`src/rtl/lcd_nibble_rx.sv`:
```
// lcd_nibble_rx: receive endpoint for the 4-bit HD44780-style write bus.
// Samples a nibble on each falling edge of lcd_e, checks strobe width and
// inter-nibble gap, pairs high/low nibbles into bytes, and presents them on a
// valid/ready stream through a 2-entry FIFO.
//
// Optional feature macro: LCD_RX_INIT_EN
//   When defined, reset enters INIT8, which models the 8-bit power-on phase.
//   Each single nibble is delivered as {nibble, 4'h0}; nibble 4'h2 ends it.
//
// Ports:
//   clk            clock, all logic on rising edge
//   reset          synchronous active-low reset
//   lcd_e          bus enable strobe (asynchronous to clk)
//   lcd_rs         register select, 0 = command, 1 = data
//   lcd_rw         1 = read cycle (ignored)
//   sf_d[3:0]      data nibble
//   rx_data[7:0]   head byte of the FIFO
//   rx_rs          RS of the head byte
//   rx_valid       head byte available
//   rx_ready       consumer accepts the head byte
//   rx_overflow    sticky: a byte was dropped on a full FIFO
//   rx_err_short   pulse: strobe shorter than MIN_E_HIGH
//   rx_err_timeout pulse: low nibble missing within NIBBLE_TIMEOUT
//   rx_err_rs      pulse: RS mismatch between the nibbles of a byte
module lcd_nibble_rx #(
  parameter int unsigned MIN_E_HIGH     = 10,
  parameter int unsigned NIBBLE_TIMEOUT = 200,
  parameter int unsigned CNT_W          = 8
) (
  input  logic       clk,
  input  logic       reset,
  input  logic       lcd_e,
  input  logic       lcd_rs,
  input  logic       lcd_rw,
  input  logic [3:0] sf_d,
  output logic [7:0] rx_data,
  output logic       rx_rs,
  output logic       rx_valid,
  input  logic       rx_ready,
  output logic       rx_overflow,
  output logic       rx_err_short,
  output logic       rx_err_timeout,
  output logic       rx_err_rs
);

`ifdef LCD_RX_INIT_EN
  typedef enum logic [1:0] {
    ST_WAIT_HI = 2'd0,
    ST_WAIT_LO = 2'd1,
    ST_INIT8   = 2'd2
  } state_e;
  localparam state_e RESET_STATE = ST_INIT8;
`else
  typedef enum logic [1:0] {
    ST_WAIT_HI = 2'd0,
    ST_WAIT_LO = 2'd1
  } state_e;
  localparam state_e RESET_STATE = ST_WAIT_HI;
`endif

  // Two-flop synchronisers on all bus pins
  logic       e_s1_q, e_s2_q, e_d_q;
  logic       rs_s1_q, rs_s2_q;
  logic       rw_s1_q, rw_s2_q;
  logic [3:0] d_s1_q, d_s2_q;

  always_ff @(posedge clk) begin
    if (!reset) begin
      e_s1_q  <= 1'b0;
      e_s2_q  <= 1'b0;
      e_d_q   <= 1'b0;
      rs_s1_q <= 1'b0;
      rs_s2_q <= 1'b0;
      rw_s1_q <= 1'b0;
      rw_s2_q <= 1'b0;
      d_s1_q  <= 4'h0;
      d_s2_q  <= 4'h0;
    end else begin
      e_s1_q  <= lcd_e;
      e_s2_q  <= e_s1_q;
      e_d_q   <= e_s2_q;
      rs_s1_q <= lcd_rs;
      rs_s2_q <= rs_s1_q;
      rw_s1_q <= lcd_rw;
      rw_s2_q <= rw_s1_q;
      d_s1_q  <= sf_d;
      d_s2_q  <= d_s1_q;
    end
  end

  // E-high width counter, saturating; holds the full width in the fall cycle
  logic [CNT_W-1:0] ehi_q;

  always_ff @(posedge clk) begin
    if (!reset) begin
      ehi_q <= '0;
    end else if (e_s2_q) begin
      if (ehi_q != '1) ehi_q <= ehi_q + CNT_W'(1);
    end else begin
      ehi_q <= '0;
    end
  end

  logic fall_c, nib_ok_c, short_c;
  assign fall_c   = e_d_q & ~e_s2_q;
  assign nib_ok_c = fall_c & ~rw_s2_q & (ehi_q >= CNT_W'(MIN_E_HIGH));
  assign short_c  = fall_c & ~rw_s2_q & (ehi_q <  CNT_W'(MIN_E_HIGH));

  // Pairing FSM state
  state_e           state_q, state_d;
  logic [3:0]       hi_q, hi_d;
  logic             rs_hi_q, rs_hi_d;
  logic [CNT_W-1:0] gap_q, gap_d;
  logic             err_short_q, err_short_d;
  logic             err_timeout_q, err_timeout_d;
  logic             err_rs_q, err_rs_d;
  logic             push_c;
  logic [7:0]       push_data_c;
  logic             push_rs_c;

  always_ff @(posedge clk) begin
    if (!reset) begin
      state_q       <= RESET_STATE;
      hi_q          <= 4'h0;
      rs_hi_q       <= 1'b0;
      gap_q         <= '0;
      err_short_q   <= 1'b0;
      err_timeout_q <= 1'b0;
      err_rs_q      <= 1'b0;
    end else begin
      state_q       <= state_d;
      hi_q          <= hi_d;
      rs_hi_q       <= rs_hi_d;
      gap_q         <= gap_d;
      err_short_q   <= err_short_d;
      err_timeout_q <= err_timeout_d;
      err_rs_q      <= err_rs_d;
    end
  end

  always_comb begin
    state_d       = state_q;
    hi_d          = hi_q;
    rs_hi_d       = rs_hi_q;
    gap_d         = gap_q;
    err_short_d   = short_c;
    err_timeout_d = 1'b0;
    err_rs_d      = 1'b0;
    push_c        = 1'b0;
    push_data_c   = 8'h00;
    push_rs_c     = 1'b0;
    case (state_q)
      ST_WAIT_HI: begin
        if (nib_ok_c) begin
          hi_d    = d_s2_q;
          rs_hi_d = rs_s2_q;
          gap_d   = '0;
          state_d = ST_WAIT_LO;
        end
      end
      ST_WAIT_LO: begin
        gap_d = gap_q + CNT_W'(1);
        // A nibble arriving on the timeout cycle takes priority
        if (nib_ok_c) begin
          state_d = ST_WAIT_HI;
          if (rs_s2_q == rs_hi_q) begin
            push_c      = 1'b1;
            push_data_c = {hi_q, d_s2_q};
            push_rs_c   = rs_hi_q;
          end else begin
            err_rs_d = 1'b1;
          end
        end else if (gap_q == CNT_W'(NIBBLE_TIMEOUT)) begin
          err_timeout_d = 1'b1;
          state_d       = ST_WAIT_HI;
        end
      end
`ifdef LCD_RX_INIT_EN
      ST_INIT8: begin
        if (nib_ok_c) begin
          if (rs_s2_q) begin
            err_rs_d = 1'b1;
          end else begin
            push_c      = 1'b1;
            push_data_c = {d_s2_q, 4'h0};
            if (d_s2_q == 4'h2) state_d = ST_WAIT_HI;
          end
        end
      end
`endif
      default: state_d = ST_WAIT_HI;
    endcase
  end

  // Two-entry shift FIFO: entry 0 is always the head
  logic       v0_q, v1_q;
  logic [7:0] data0_q, data1_q;
  logic       rs0_q, rs1_q;
  logic       ovf_q;
  logic       pop_c;

  assign pop_c = v0_q & rx_ready;

  always_ff @(posedge clk) begin
    if (!reset) begin
      v0_q    <= 1'b0;
      v1_q    <= 1'b0;
      data0_q <= 8'h00;
      data1_q <= 8'h00;
      rs0_q   <= 1'b0;
      rs1_q   <= 1'b0;
      ovf_q   <= 1'b0;
    end else if (push_c) begin
      if (!v0_q || (pop_c && !v1_q)) begin
        v0_q    <= 1'b1;
        data0_q <= push_data_c;
        rs0_q   <= push_rs_c;
      end else if (!v1_q) begin
        v1_q    <= 1'b1;
        data1_q <= push_data_c;
        rs1_q   <= push_rs_c;
      end else if (pop_c) begin
        data0_q <= data1_q;
        rs0_q   <= rs1_q;
        data1_q <= push_data_c;
        rs1_q   <= push_rs_c;
      end else begin
        ovf_q <= 1'b1;
      end
    end else if (pop_c) begin
      if (v1_q) begin
        data0_q <= data1_q;
        rs0_q   <= rs1_q;
        v1_q    <= 1'b0;
      end else begin
        v0_q <= 1'b0;
      end
    end
  end

  assign rx_data        = data0_q;
  assign rx_rs          = rs0_q;
  assign rx_valid       = v0_q;
  assign rx_overflow    = ovf_q;
  assign rx_err_short   = err_short_q;
  assign rx_err_timeout = err_timeout_q;
  assign rx_err_rs      = err_rs_q;

endmodule

```
`config.mk`:
```
export PLATFORM = sky130hd
export DESIGN_NAME = lcd_nibble_rx
export DESIGN_NICKNAME = d
export VERILOG_FILES = /design/src/rtl/lcd_nibble_rx.sv
export SDC_FILE = /design/constraint.sdc
export NUM_CORES = 1
export LEC_CHECK = 0
export ABC_AREA = 1
export CAP_MARGIN = 20
export CORE_UTILIZATION = 35
export CTS_CLUSTER_DIAMETER = 40
export DETAILED_ROUTE_END_ITERATION = 10
export SLEW_MARGIN = 20
export SYNTH_ARGS = -nofsm -noshare
export SYNTH_HDL_FRONTEND = slang
export SYNTH_SLANG_ARGS = --single-unit
```
`constraint.sdc`:
```
create_clock -name clk -period 2.15 [get_ports clk]
set_input_delay 0.215 -clock clk [delete_from_list [all_inputs] [get_ports clk]]
set_output_delay 0.215 -clock clk [all_outputs]
set_load 0.01 [all_outputs]
```
==> metrics <==
largest net degree at the start of global routing=27; Cell Pwr Density=742.9 nW/um^2; hold_buf cts=0; worst vdd ir=0.3432 mV; Post-route DRC=0; Routed Antenna Nets=0; Global Route met2 Usage=20.26%; Max Clock Skew=0.005993 ns; RSZ-0062 raised after global routing=no; Cells after Synth=332; fraction of layout cells with a size suffix above 1=between 10% and 20%; Seq/Total Area, Yosys=about half; startpoint types=flop; syn nets=347; clk_lat worst skew=between 0.3 and 0.4 ns; die width=87.11 um; global-route wire length before repair=7997 um; Initial Util=a little under two fifths; Max-slew headroom=between 70% and 80%; CP endpoint kind=flop; grt ovf=0; IO Count=24; combinational fraction of design power=2.4%; Clock Tree Buf Depth=2; CTS buffer count=9; GP Congestion=0.8080; nets=377; Rows=30; Worst EP arrival=1.86 ns; Synth Warn #=0; Wirelength per Cell=10.10 um; Post-CTS Setup Inserts=0; met3 Usage GRT=approximately 3.5%; TNS Setup=0 ns; most used routing layer=met2; status=finished, final reports clean; Max Fclk=just over 0.6 GHz; mapped cell area=2535 sq um; crit path kind=reg2reg; most frequent cells in the layout=nand2_1, dfxtp_1, inv_1, nor2_1, a21oi_1; clock sinks=just over 60; area taken by multi-input logic gates=1089 sq um; Final Util=44.49%; cell-internal power=between 0.0015 and 0.002 W; commonest non-fill, non-tap cell in the layout=nand2_1; Layout fillers=729; HP Class=in2reg; Worst Path Max Fanout=10; final std cells w/o fill=463; vias in the first global route=1798; Die Y=slightly below 90 um; # Max-Cap Violations=0; synth unique cells=31; Starting DRT DRC Count=74; total track usage=13.83%; hpwl dp=3271 um; switching pwr=0.0004653 W; Pins Over Slew Limit=0; # H-tree levels=3; IO Port Bufs=23; CTS tree=built; number of synthesized register bits=between 60 and 70; DR pass1 iterations=4; final count of hold timing violations=0; worst hold margin=between 0.4 and 0.5 ns; CP Data Required Time=2.37 ns; CTS clk-pin slew, worst paths=0.07 ns; sequential power share=50.4%; final period utilization=76.54%; drt total wl=4678 um; Vias=2042; Mapped Avg Cell Area=7.635 sq um; met1 global-route usage=18.60%; Static Leakage=1.309 nW; core region area=6907 sq um; diode count=0; clock share of power=47.2%; Area Overhead vs Synth=21.22%; final setup fails=0; CTS Root Cell=clkbuf_8; Tightest Pin Transition=0.4002 ns; post-layout min period=~1.6 ns; placed instance count=447; antenna violations before repair=0; Register Area=roughly 1200 sq um; switching share of power=20.38%; Avg Vias per Cell=4.410; PostCTS Resize Cnt=0; DIE AREA=7587 sq um
synthesized netlist by cell type:
library cell	count	area, sq um
o21ai_2	1	8.760
nand2_2	2	12.51
inv_1	40	150.1
nand2_1	80	300.3
nand3_2	1	10.01
a21oi_1	28	140.1
xor2_1	1	8.760
buf_4	1	7.510
o211ai_1	1	7.510
nor2_1	34	127.6
a22oi_1	1	7.510
nor3_2	2	20.02
clkinv_1	2	7.510
o21ai_0	19	95.09
nor2_4	2	22.52
nand3_4	2	35.03
nand4_1	2	12.51
or2_2	1	6.260
a31oi_1	2	12.51
a21oi_2	1	8.760
nand3_1	19	95.09
ha_1	5	62.56
o21ai_1	3	15.01
nor3_1	3	15.01
inv_2	5	18.77
dfxtp_1	61	1221
buf_6	2	22.52
nor2_2	4	25.02
nand4_4	1	21.27
clkbuf_1	5	18.77
nor3b_4	1	18.77
stage by stage:
| stage | power (W) | setup WS [ns] | instance area (sq um) |
|---|---|---|---|
| after floorplan | 0.001203 | 0.6826 | 2535 |
| after global placement | 0.001231 | 0.3873 | 2867 |
| after detailed placement | 0.001231 | 0.3673 | 2867 |
| after CTS | 0.002315 | 0.4970 | 3073 |
| after global routing | 0.002370 | 0.3451 | 3073 |
| final | 0.002283 | 0.5044 | 3073 |
flip-flops by register name, summed over array words and instances (netlist names), 4 cells and up:
signal   count
d_s1_q       4
d_s2_q       4
data1_q      8
ehi_q        8
gap_q        8
hi_q         4
rx_data      8
power groups by stage:
stage / sequential, W / clock (W) / combinational, W
2_1_floorplan: 0.00117 / 0 / 0.0000288
3_3_place_gp: 0.00118 / 0 / 0.0000551
3_5_place_dp: 0.00118 / 0 / 0.0000555
4_1_cts: 0.00115 / 0.00111 / 0.0000558
5_1_grt: 0.00115 / 0.00116 / 0.0000639
6_report: 0.00115 / 0.00108 / 0.0000552
final timing paths:
kind | start | to | slack, ns | depth (start not counted)
hold reg to reg | d_s1_q[3]$_SDFF_PN0_ | d_s2_q[3]$_SDFF_PN0_ | 0.41 | 2
setup reg to reg | state_q[0]$_SDFFE_PN0P_ | data1_q[0]$_SDFFE_PN0P_ | 0.50 | 7
hold / removal | lcd_rw | rw_s1_q$_SDFF_PN0_ | 0.41 | 3
setup / recovery | state_q[0]$_SDFFE_PN0P_ | data1_q[0]$_SDFFE_PN0P_ | 0.50 | 7
logic make-up (layout without fill, tap and decap cells):
group           after synthesis  after routing  synth area share (%)
flops                        61             61                 48.17
fa+ha+maj                     5              5                 2.468
buf+inv                      55             90                 8.885
simple gates                154            154                 28.48
xor+xnor                      1              1                0.3456
compound gates               56             56                 11.65
critical path: stages (launching register included):
cell,delay [ns]
dfxtp_1,0.52
inv_2,0.13
nor2_2,0.23
nand3_4,0.15
nor2_4,0.21
inv_2,0.13
nor2_1,0.10
nor2_1,0.05
layout make-up:
cell class	count	share of cell area (%)
multi-input cells	216	35.42
well taps	96	3.909
clock buffers	11	4.275
repair buffers	27	8.469
clock inverters	5	2.443
flip-flops and latches	61	39.74
inverters	47	5.741
layer usage:
layer | part of all wire [%] | routed length [um]
met1 | 53 | 2476
met2 | 41 | 1915
met3 | 4.8 | 226
met4 | 1.3 | 59
met5 | 0 | 0
Power figures use the tool's default switching activity.
